$ cat config.mk
export PLATFORM = sky130hd
export DESIGN_NAME = sa_tile_scheduler
export DESIGN_NICKNAME = d
export VERILOG_FILES = /design/src/rtl/sa_tile_scheduler.sv
export SDC_FILE = /design/constraint.sdc
export NUM_CORES = 1
export LEC_CHECK = 0
export CORE_MARGIN = 2
export CORE_UTILIZATION = 30
export DETAILED_ROUTE_END_ITERATION = 8
export PLACE_DENSITY = 0.6
export SYNTH_ARGS = -nofsm -noshare
export SYNTH_HDL_FRONTEND = slang
export SYNTH_SLANG_ARGS = --single-unit
$ cat constraint.sdc
create_clock -name clk -period 26.3 [get_ports clk]
set_input_delay 5.26 -clock clk [delete_from_list [all_inputs] [get_ports clk]]
set_output_delay 5.26 -clock clk [all_outputs]
set_load 0.05 [all_outputs]
$ cat src/rtl/sa_tile_scheduler.sv
`default_nettype none
// ============================================================================
// Module   : sa_tile_scheduler
// Purpose  : Walks an M x N output layer as TILE_DIM x TILE_DIM tiles in
//            row-major order. For each tile it pulses the systolic array,
//            captures the packed accumulator tile on tile_done, then drains
//            the tile to the output RAM with a per-column bias added.
// Ports    : clk, rstn (async, active-low)
//            start, M, N           - layer request from the accelerator FSM
//            tile_start, tile_row, tile_col, tile_done, tile_result
//                                  - systolic array controller handshake
//            bias_en, bias_addr, bias_rdata        - bias RAM (1-cycle read)
//            out_en, out_we, out_addr, out_wdata   - output RAM write port
//            busy, done            - status
// Revision : 1.0 - initial release
// ============================================================================
module sa_tile_scheduler #(
    parameter int TILE_DIM   = 2,
    parameter int DATA_WIDTH = 16,
    parameter int ADDR_WIDTH = 16
) (
    input  logic                                     clk,
    input  logic                                     rstn,
    input  logic                                     start,
    input  logic [31:0]                              M,
    input  logic [31:0]                              N,
    output logic                                     tile_start,
    output logic [31:0]                              tile_row,
    output logic [31:0]                              tile_col,
    input  logic                                     tile_done,
    input  logic [TILE_DIM*TILE_DIM*2*DATA_WIDTH-1:0] tile_result,
    output logic                                     bias_en,
    output logic [ADDR_WIDTH-1:0]                    bias_addr,
    input  logic [DATA_WIDTH-1:0]                    bias_rdata,
    output logic                                     out_en,
    output logic                                     out_we,
    output logic [ADDR_WIDTH-1:0]                    out_addr,
    output logic [2*DATA_WIDTH-1:0]                  out_wdata,
    output logic                                     busy,
    output logic                                     done
);

    localparam int                  c_nelem = TILE_DIM * TILE_DIM;
    localparam int                  c_acc_w = 2 * DATA_WIDTH;
    localparam int                  c_cnt_w = $clog2(c_nelem + 1);
    localparam logic [31:0]         c_td    = 32'(TILE_DIM);
    localparam logic [c_cnt_w-1:0]  c_last  = c_cnt_w'(c_nelem);

    typedef enum logic [2:0] {
        S_IDLE  = 3'd0,
        S_ISSUE = 3'd1,
        S_WAIT  = 3'd2,
        S_DRAIN = 3'd3,
        S_FINI  = 3'd4
    } state_t;

    state_t                          r_state;
    logic [31:0]                     r_m;
    logic [31:0]                     r_n;
    logic [31:0]                     r_nt_r;
    logic [31:0]                     r_nt_c;
    logic [31:0]                     r_row;
    logic [31:0]                     r_col;
    logic [c_cnt_w-1:0]              r_d;
    logic [c_nelem*c_acc_w-1:0]      r_capture;

    // Tile counts computed in 33 bits so M/N near 2^32 cannot overflow.
    logic [32:0]                     w_nt_r_full;
    logic [32:0]                     w_nt_c_full;
    logic [c_cnt_w-1:0]              w_wr_idx;
    logic [31:0]                     w_rd_gr, w_rd_gc;
    logic [31:0]                     w_wr_gr, w_wr_gc;
    logic [31:0]                     w_lin;
    logic                            w_in_drain;
    logic                            w_rd_ok;
    logic                            w_wr_ok;
    logic [c_acc_w-1:0]              w_elem;
    logic [c_acc_w-1:0]              w_bias_ext;

    assign w_nt_r_full = ({1'b0, M} + 33'(TILE_DIM - 1)) / 33'(TILE_DIM);
    assign w_nt_c_full = ({1'b0, N} + 33'(TILE_DIM - 1)) / 33'(TILE_DIM);

    // Read side handles element d; write side trails by one cycle (d-1)
    // so the bias word requested for an element arrives as it is written.
    assign w_wr_idx   = r_d - c_cnt_w'(1);
    assign w_rd_gr    = r_row * c_td + 32'(r_d) / c_td;
    assign w_rd_gc    = r_col * c_td + 32'(r_d) % c_td;
    assign w_wr_gr    = r_row * c_td + 32'(w_wr_idx) / c_td;
    assign w_wr_gc    = r_col * c_td + 32'(w_wr_idx) % c_td;
    assign w_lin      = w_wr_gr * r_n + w_wr_gc;

    assign w_in_drain = (r_state == S_DRAIN);
    assign w_rd_ok    = w_in_drain && (r_d < c_last)
                        && (w_rd_gr < r_m) && (w_rd_gc < r_n);
    assign w_wr_ok    = w_in_drain && (r_d != '0)
                        && (w_wr_gr < r_m) && (w_wr_gc < r_n);

    always_comb begin
        w_elem = '0;
        for (int e = 0; e < c_nelem; e++) begin
            if (w_wr_idx == c_cnt_w'(e)) begin
                w_elem = r_capture[e*c_acc_w +: c_acc_w];
            end
        end
    end

    assign w_bias_ext = {{(c_acc_w - DATA_WIDTH){bias_rdata[DATA_WIDTH-1]}}, bias_rdata};

    // Strobes and data are decoded from registered state and gated, so an
    // asynchronous reset forces every output to zero without a clock edge.
    assign tile_start = (r_state == S_ISSUE);
    assign tile_row   = r_row;
    assign tile_col   = r_col;
    assign bias_en    = w_rd_ok;
    assign bias_addr  = w_rd_ok ? w_rd_gc[ADDR_WIDTH-1:0] : '0;
    assign out_en     = w_wr_ok;
    assign out_we     = w_wr_ok;
    assign out_addr   = w_wr_ok ? w_lin[ADDR_WIDTH-1:0] : '0;
    assign out_wdata  = w_wr_ok ? (w_elem + w_bias_ext) : '0;
    assign busy       = (r_state != S_IDLE);
    assign done       = (r_state == S_FINI);

    always_ff @(posedge clk or negedge rstn) begin
        if (!rstn) begin
            r_state   <= S_IDLE;
            r_m       <= '0;
            r_n       <= '0;
            r_nt_r    <= '0;
            r_nt_c    <= '0;
            r_row     <= '0;
            r_col     <= '0;
            r_d       <= '0;
            r_capture <= '0;
        end else begin
            case (r_state)
                S_IDLE: begin
                    if (start) begin
                        r_m    <= M;
                        r_n    <= N;
                        r_nt_r <= w_nt_r_full[31:0];
                        r_nt_c <= w_nt_c_full[31:0];
                        r_row  <= '0;
                        r_col  <= '0;
                        r_d    <= '0;
                        r_state <= ((M == 32'd0) || (N == 32'd0)) ? S_FINI : S_ISSUE;
                    end
                end
                S_ISSUE: begin
                    r_state <= S_WAIT;
                end
                S_WAIT: begin
                    if (tile_done) begin
                        r_capture <= tile_result;
                        r_d       <= '0;
                        r_state   <= S_DRAIN;
                    end
                end
                S_DRAIN: begin
                    if (r_d == c_last) begin
                        r_d <= '0;
                        if (r_col < r_nt_c - 32'd1) begin
                            r_col   <= r_col + 32'd1;
                            r_state <= S_ISSUE;
                        end else if (r_row < r_nt_r - 32'd1) begin
                            r_col   <= '0;
                            r_row   <= r_row + 32'd1;
                            r_state <= S_ISSUE;
                        end else begin
                            r_state <= S_FINI;
                        end
                    end else begin
                        r_d <= r_d + c_cnt_w'(1);
                    end
                end
                S_FINI: begin
                    r_state <= S_IDLE;
                end
                default: begin
                    r_state <= S_IDLE;
                end
            endcase
        end
    end

endmodule
`default_nettype wire
# Word-level counts from Yosys, hierarchy flattened
# Index checks and enable logic that the tools add are counted.
# totals
word_cells	93
input_bits	212
output_inout_bits	134
ff_bits	326
# classes
muxes	27
n_reduce_logical	21
addsub	14
eq_ne	14
mul	1
order_cmp	7
# op_table
op	n
$mux 32	12
$lt 32x32->1	6
$pmux 32 s2	2
$add 32x1->33 const B	2
$add 32x1->32	2
$add 32x1->32 const B	2
$add 32x2->32	2
$logic_not 32->1	2
$sub 32x1->32 const B	2
$add 32x32->32	1
$mul 32x32->16	1
$mux 16	2
$mux 3	9
$add 16x16->16	1
$eq 3x2->1 const B	4
$pmux 3 s4	1
$pmux 3 s3	1
$reduce_bool 3->1	3
$eq 3x1->1 const B	2
$eq 3x3->1 const B	2
$logic_and 1x1->1	6
$logic_not 3->1	2
$ne 2x2->1 const B	3
$reduce_and 3->1	2
other kinds (10)	12

# Logic depth before layout (Yosys ltp)
# depth
word_depth	8
ltp_mapped	29
depth_no_buf	29

# Least setup slack after synthesis
# Ideal clock, no wire load.
# synth_path
kind	input to output
from	in bias_rdata[0]
to	out out_wdata[26]
t_required_ns	21.040
arrival_ns	8.544
slack_ns	12.496
cell_stages	10
path_buffers	0
path_cell_list	ha_1 > inv_1 > fa_1 > inv_1 > a21o_1 > a221o_1 > o22a_1 > a211oi_1 > nor4_1 > nor4_1
# synth_between
elab_chain_len	2
# synth_lines
item	line	source
from (decl)	34	input logic [DATA_WIDTH-1:0] bias_rdata,
$add 32x32->32	119	assign out_wdata = w_wr_ok ? (w_elem + w_bias_ext) : '0;
$mux 32	119	
to (decl)	38	output logic [2*DATA_WIDTH-1:0] out_wdata,
# Every way passes these cells.

# Worst setup path in the final report
# layout_path
from	in bias_rdata[15]
to	out out_wdata[31]
# The elaborated chain is that of the path after synthesis.

==> metrics.md <==
| Metric | Value |
|---|---|
| Hold Path Origin | r_capture[79]$_DFFE_PN0P_ |
| Number of nets with antenna violations after routing | 0 |
| Yosys top cell by area | dfrtp_1 |
| Simple-Gate Fraction of Synth Area | 0.189 |
| Adder-Cell Fraction of Synth Area | 0.188 |
| Clk sinks | 326 |
| Seq/Total Area, Yosys | 0.301 |
| Worst R2R Start | r_nt_r[9]$_DFFE_PN0P_ |
| Worst hold path stage count | 1 |
| Metal-1 WL | 41000 um |
| Core Area | 89700 sq um |
| Largest net degree at the start of global routing | 101 |
| Fill cell total of the finished layout | 9172 |
| Worst Path Required | 21.04 ns |
| CTS HTree Levels | 2 |
| Pwr dens | 118 nW/um^2 |
| WP data arrival | 9.71 ns |
| Critical Path Sink Type | primary output |
| Clock latency on the worst-skew pair | 0.58 ns |
| Detail Route met2 WL | 43900 um |
| Drt initial violations | 2032 |
| Status | finished clean |
| RSZ-0062 raised after global routing | no |
| Leading cell type in the layout, fill and taps excluded | nand2_1 |
| Drt total wl | 91500 um |
| Layout area overhead | 21.9% |
| Buffers inserted by post-CTS timing repair | 0 |
| Post-synthesis compound-gate area fraction | 0.126 |
| Distinct cell type count after synthesis | 79 |
| Cells resized by post-CTS repair | 0 |
| Top sig layer | met4 |
| Most frequent cells in the layout | nand2_1, clkdlybuf4s50_1, dfrtp_1, ha_1, inv_1 |
| Hold Path End | r_capture[79]$_DFFE_PN0P_ |
| CTS tree | yes |
| Startpoint types | primary input |
| Top cell type's share of synthesized area | 0.301 |
| IO buf count | 345 |
| Flops & latches, synth | 326 |
| Slew headroom | 0.0914 |
| Initial antenna violation count | 11 |
| Drt first pass iters | 7 |
| Grt ovf | 0 |
| Largest family of logic cells by synthesized area | simple AND/OR/NAND/NOR gates |
| Fraction of layout cells with a size suffix above 1 | 0.0763 |
| Syn_area_per_cell | 8.85 sq um |
| Syn Nets | 3627 |
| Routed WL per cell | 20.1 um |
| Overall global routing resource usage | 0.194 |
| Cell count after synthesis | 3064 |
| DIE AREA | 92800 sq um |
| Rows | 110 |
| Placed inst area | 31800 sq um |
| Seq. cell area | 8160 sq um |
| Netlist Area Pre-Place | 27100 sq um |
| R2R Path End | tile_col[2]$_DFFE_PN0P_ |
| CTS buffer count | 39 |
| Period Utilization, post-route | 0.569 |
| Final net count | 3902 |
| Via Count | 23200 |
| CTS Hold Buffers Added | 0 |
| Hold slack | 0.499 ns |
| Total negative slack | 0 ns |
| DR vias/cell | 5.10 |
| LEAKAGE | 0.0143 uW |
| Top_reg_cell synth | dfrtp_1 |
| Drc violations | 0 |
| VDD IR max | 0.0000627 V |
| Layout Skew | 0.0255 ns |
| Cells on worst reg2reg path | 17 |
| Final setup vio count | 0 |
| Area of the multi-input gates | 17500 sq um |
| Initial Utilization | 0.302 |
| Clock tree buffer depth | 3 |
| Post-synth EDFFs | 0 |
| Fin crit period | 14.97 ns |
| DR WL met3 | 4650 um |
| Fin area | 33100 sq um |
| Vert. Die Dim | 305 um |
| Ranking of synthesized cells by area | dfrtp_1, ha_1, fa_1, nand2_1, mux2_2 |
| Ys Warns | 0 |
| HPWL Detailed | 70600 um |
| Total power | 3890 uW |
| HP Class | register to register |
| Vias in the first global route | 22700 |
| I/O pin total | 346 |
| Placer Congestion | 0.911 |
| Hold Vio Cnt, Final | 0 |
| Overall die width | 305 um |
| Max frequency | 66.8 MHz |
| Worst Path Max Fanout | 17 |
| Asr flop ratio synth | 1.00 |
| Root buffer cell | clkbuf_16 |
| Clk pin slew, worst setup/hold paths | 0.06 ns |
| Multiplexer share of the synthesized area | 0.0546 |
| Flop-to-flop setup slack | 20.31 ns |
| Synth Area in XOR/XNOR | 0.0861 |
| CP Class | primary input to primary output |
| Final-report max-slew violation count | 0 |
| First-pass GRT wire length | 140000 um |
| Max Cap Viol | 0 |
| Slew @ Worst Pin | 1.35 ns |
-- synth_stat cells (6+ instances only) --
library cell	n
a21oi_1	90
nor3b_1	9
a211o_1	6
o21ai_0	245
dfrtp_1	326
clkbuf_1	119
and2_1	83
nor4_1	40
xor2_1	102
or3_1	18
fa_1	95
xnor2_1	162
inv_1	253
or2_2	7
and3_1	27
buf_1	6
o211ai_1	8
a22oi_1	30
and4_1	18
a211oi_1	22
nand4_1	57
o21a_1	20
nor4b_1	6
nand3_1	64
mux2_2	128
o31ai_1	27
nor3_1	68
buf_2	9
ha_1	256
nor2b_1	15
or4_1	21
nand2b_1	15
nand2_1	397
a21o_1	54
nand3b_1	7
nor2_1	176
-- logic make-up after synthesis --
logic type | after synthesis
adders and majority gates | 351
muxes | 132
and+or+nand+nor | 1046
buffers and inverters | 390
AOI/OAI and AO/OA | 554
DFF | 326
xor gates and xnor gates | 265
-- worst max-delay path: stages --
cell	delay (ns)
clkdlybuf4s50_1	0.97
ha_1	0.41
a21oi_1	0.15
o21ai_0	0.14
nand2b_1	0.17
or4b_1	0.52
and2_1	0.22
a21oi_2	0.27
o21ai_0	0.22
o31ai_1	0.32
mux2i_1	0.22
clkdlybuf4s50_1	0.84
-- metrics by stage --
step	instances	setup slack, ns	util
final	4554	11.33	0.368
after global routing	4554	11.03	0.368
after CTS	4544	11.33	0.368
after detailed placement	4474	11.35	0.354
after global placement	4474	11.39	0.354
after floorplan	3064	12.50	-
-- power breakdown --
| part | switching (uW) | internal (uW) |
|---|---|---|
| registers | 179 | 702 |
| clock network | 236 | 309 |
| logic | 1510 | 961 |
-- registers in the layout, summed over array words and instances, names as in the netlist --
register	cells
r_capture	128
r_nt_r	32
r_d	3
r_n	32
r_m	32
r_state	3
tile_col	32
r_nt_c	32
tile_row	32
-- metal layers --
metal | vias to the layer above | global-route usage
li1 | 11100 | -
met1 | 11400 | 0.264
met2 | 612 | 0.325
met3 | 109 | 0.0243
met4 | 0 | 0.0482
met5 | - | 0
-- worst max path at each step --
| stage | to | start | slack, ns |
|---|---|---|---|
| floorplan | out_wdata[26] | bias_rdata[0] | 12.50 |
| global placement | out_wdata[31] | bias_rdata[15] | 11.39 |
| detailed placement | out_wdata[31] | bias_rdata[15] | 11.35 |
| CTS | out_wdata[31] | bias_rdata[15] | 11.33 |
| global route | out_wdata[31] | bias_rdata[15] | 11.03 |
| finish | out_wdata[31] | bias_rdata[15] | 11.33 |
-- cell type report --
cell class	instances	area share
Timing Repair Buffer	371	0.111
Inverter	253	0.0287
Antenna cell	10	0.000757
Clock buffer	54	0.0336
Tap cell	1176	0.0445
Clock inverter	16	0.00469
Multi-Input combinational cell	2348	0.530
Sequential cell	326	0.247
No activity file was read; power rests on OpenSTA's default activity.
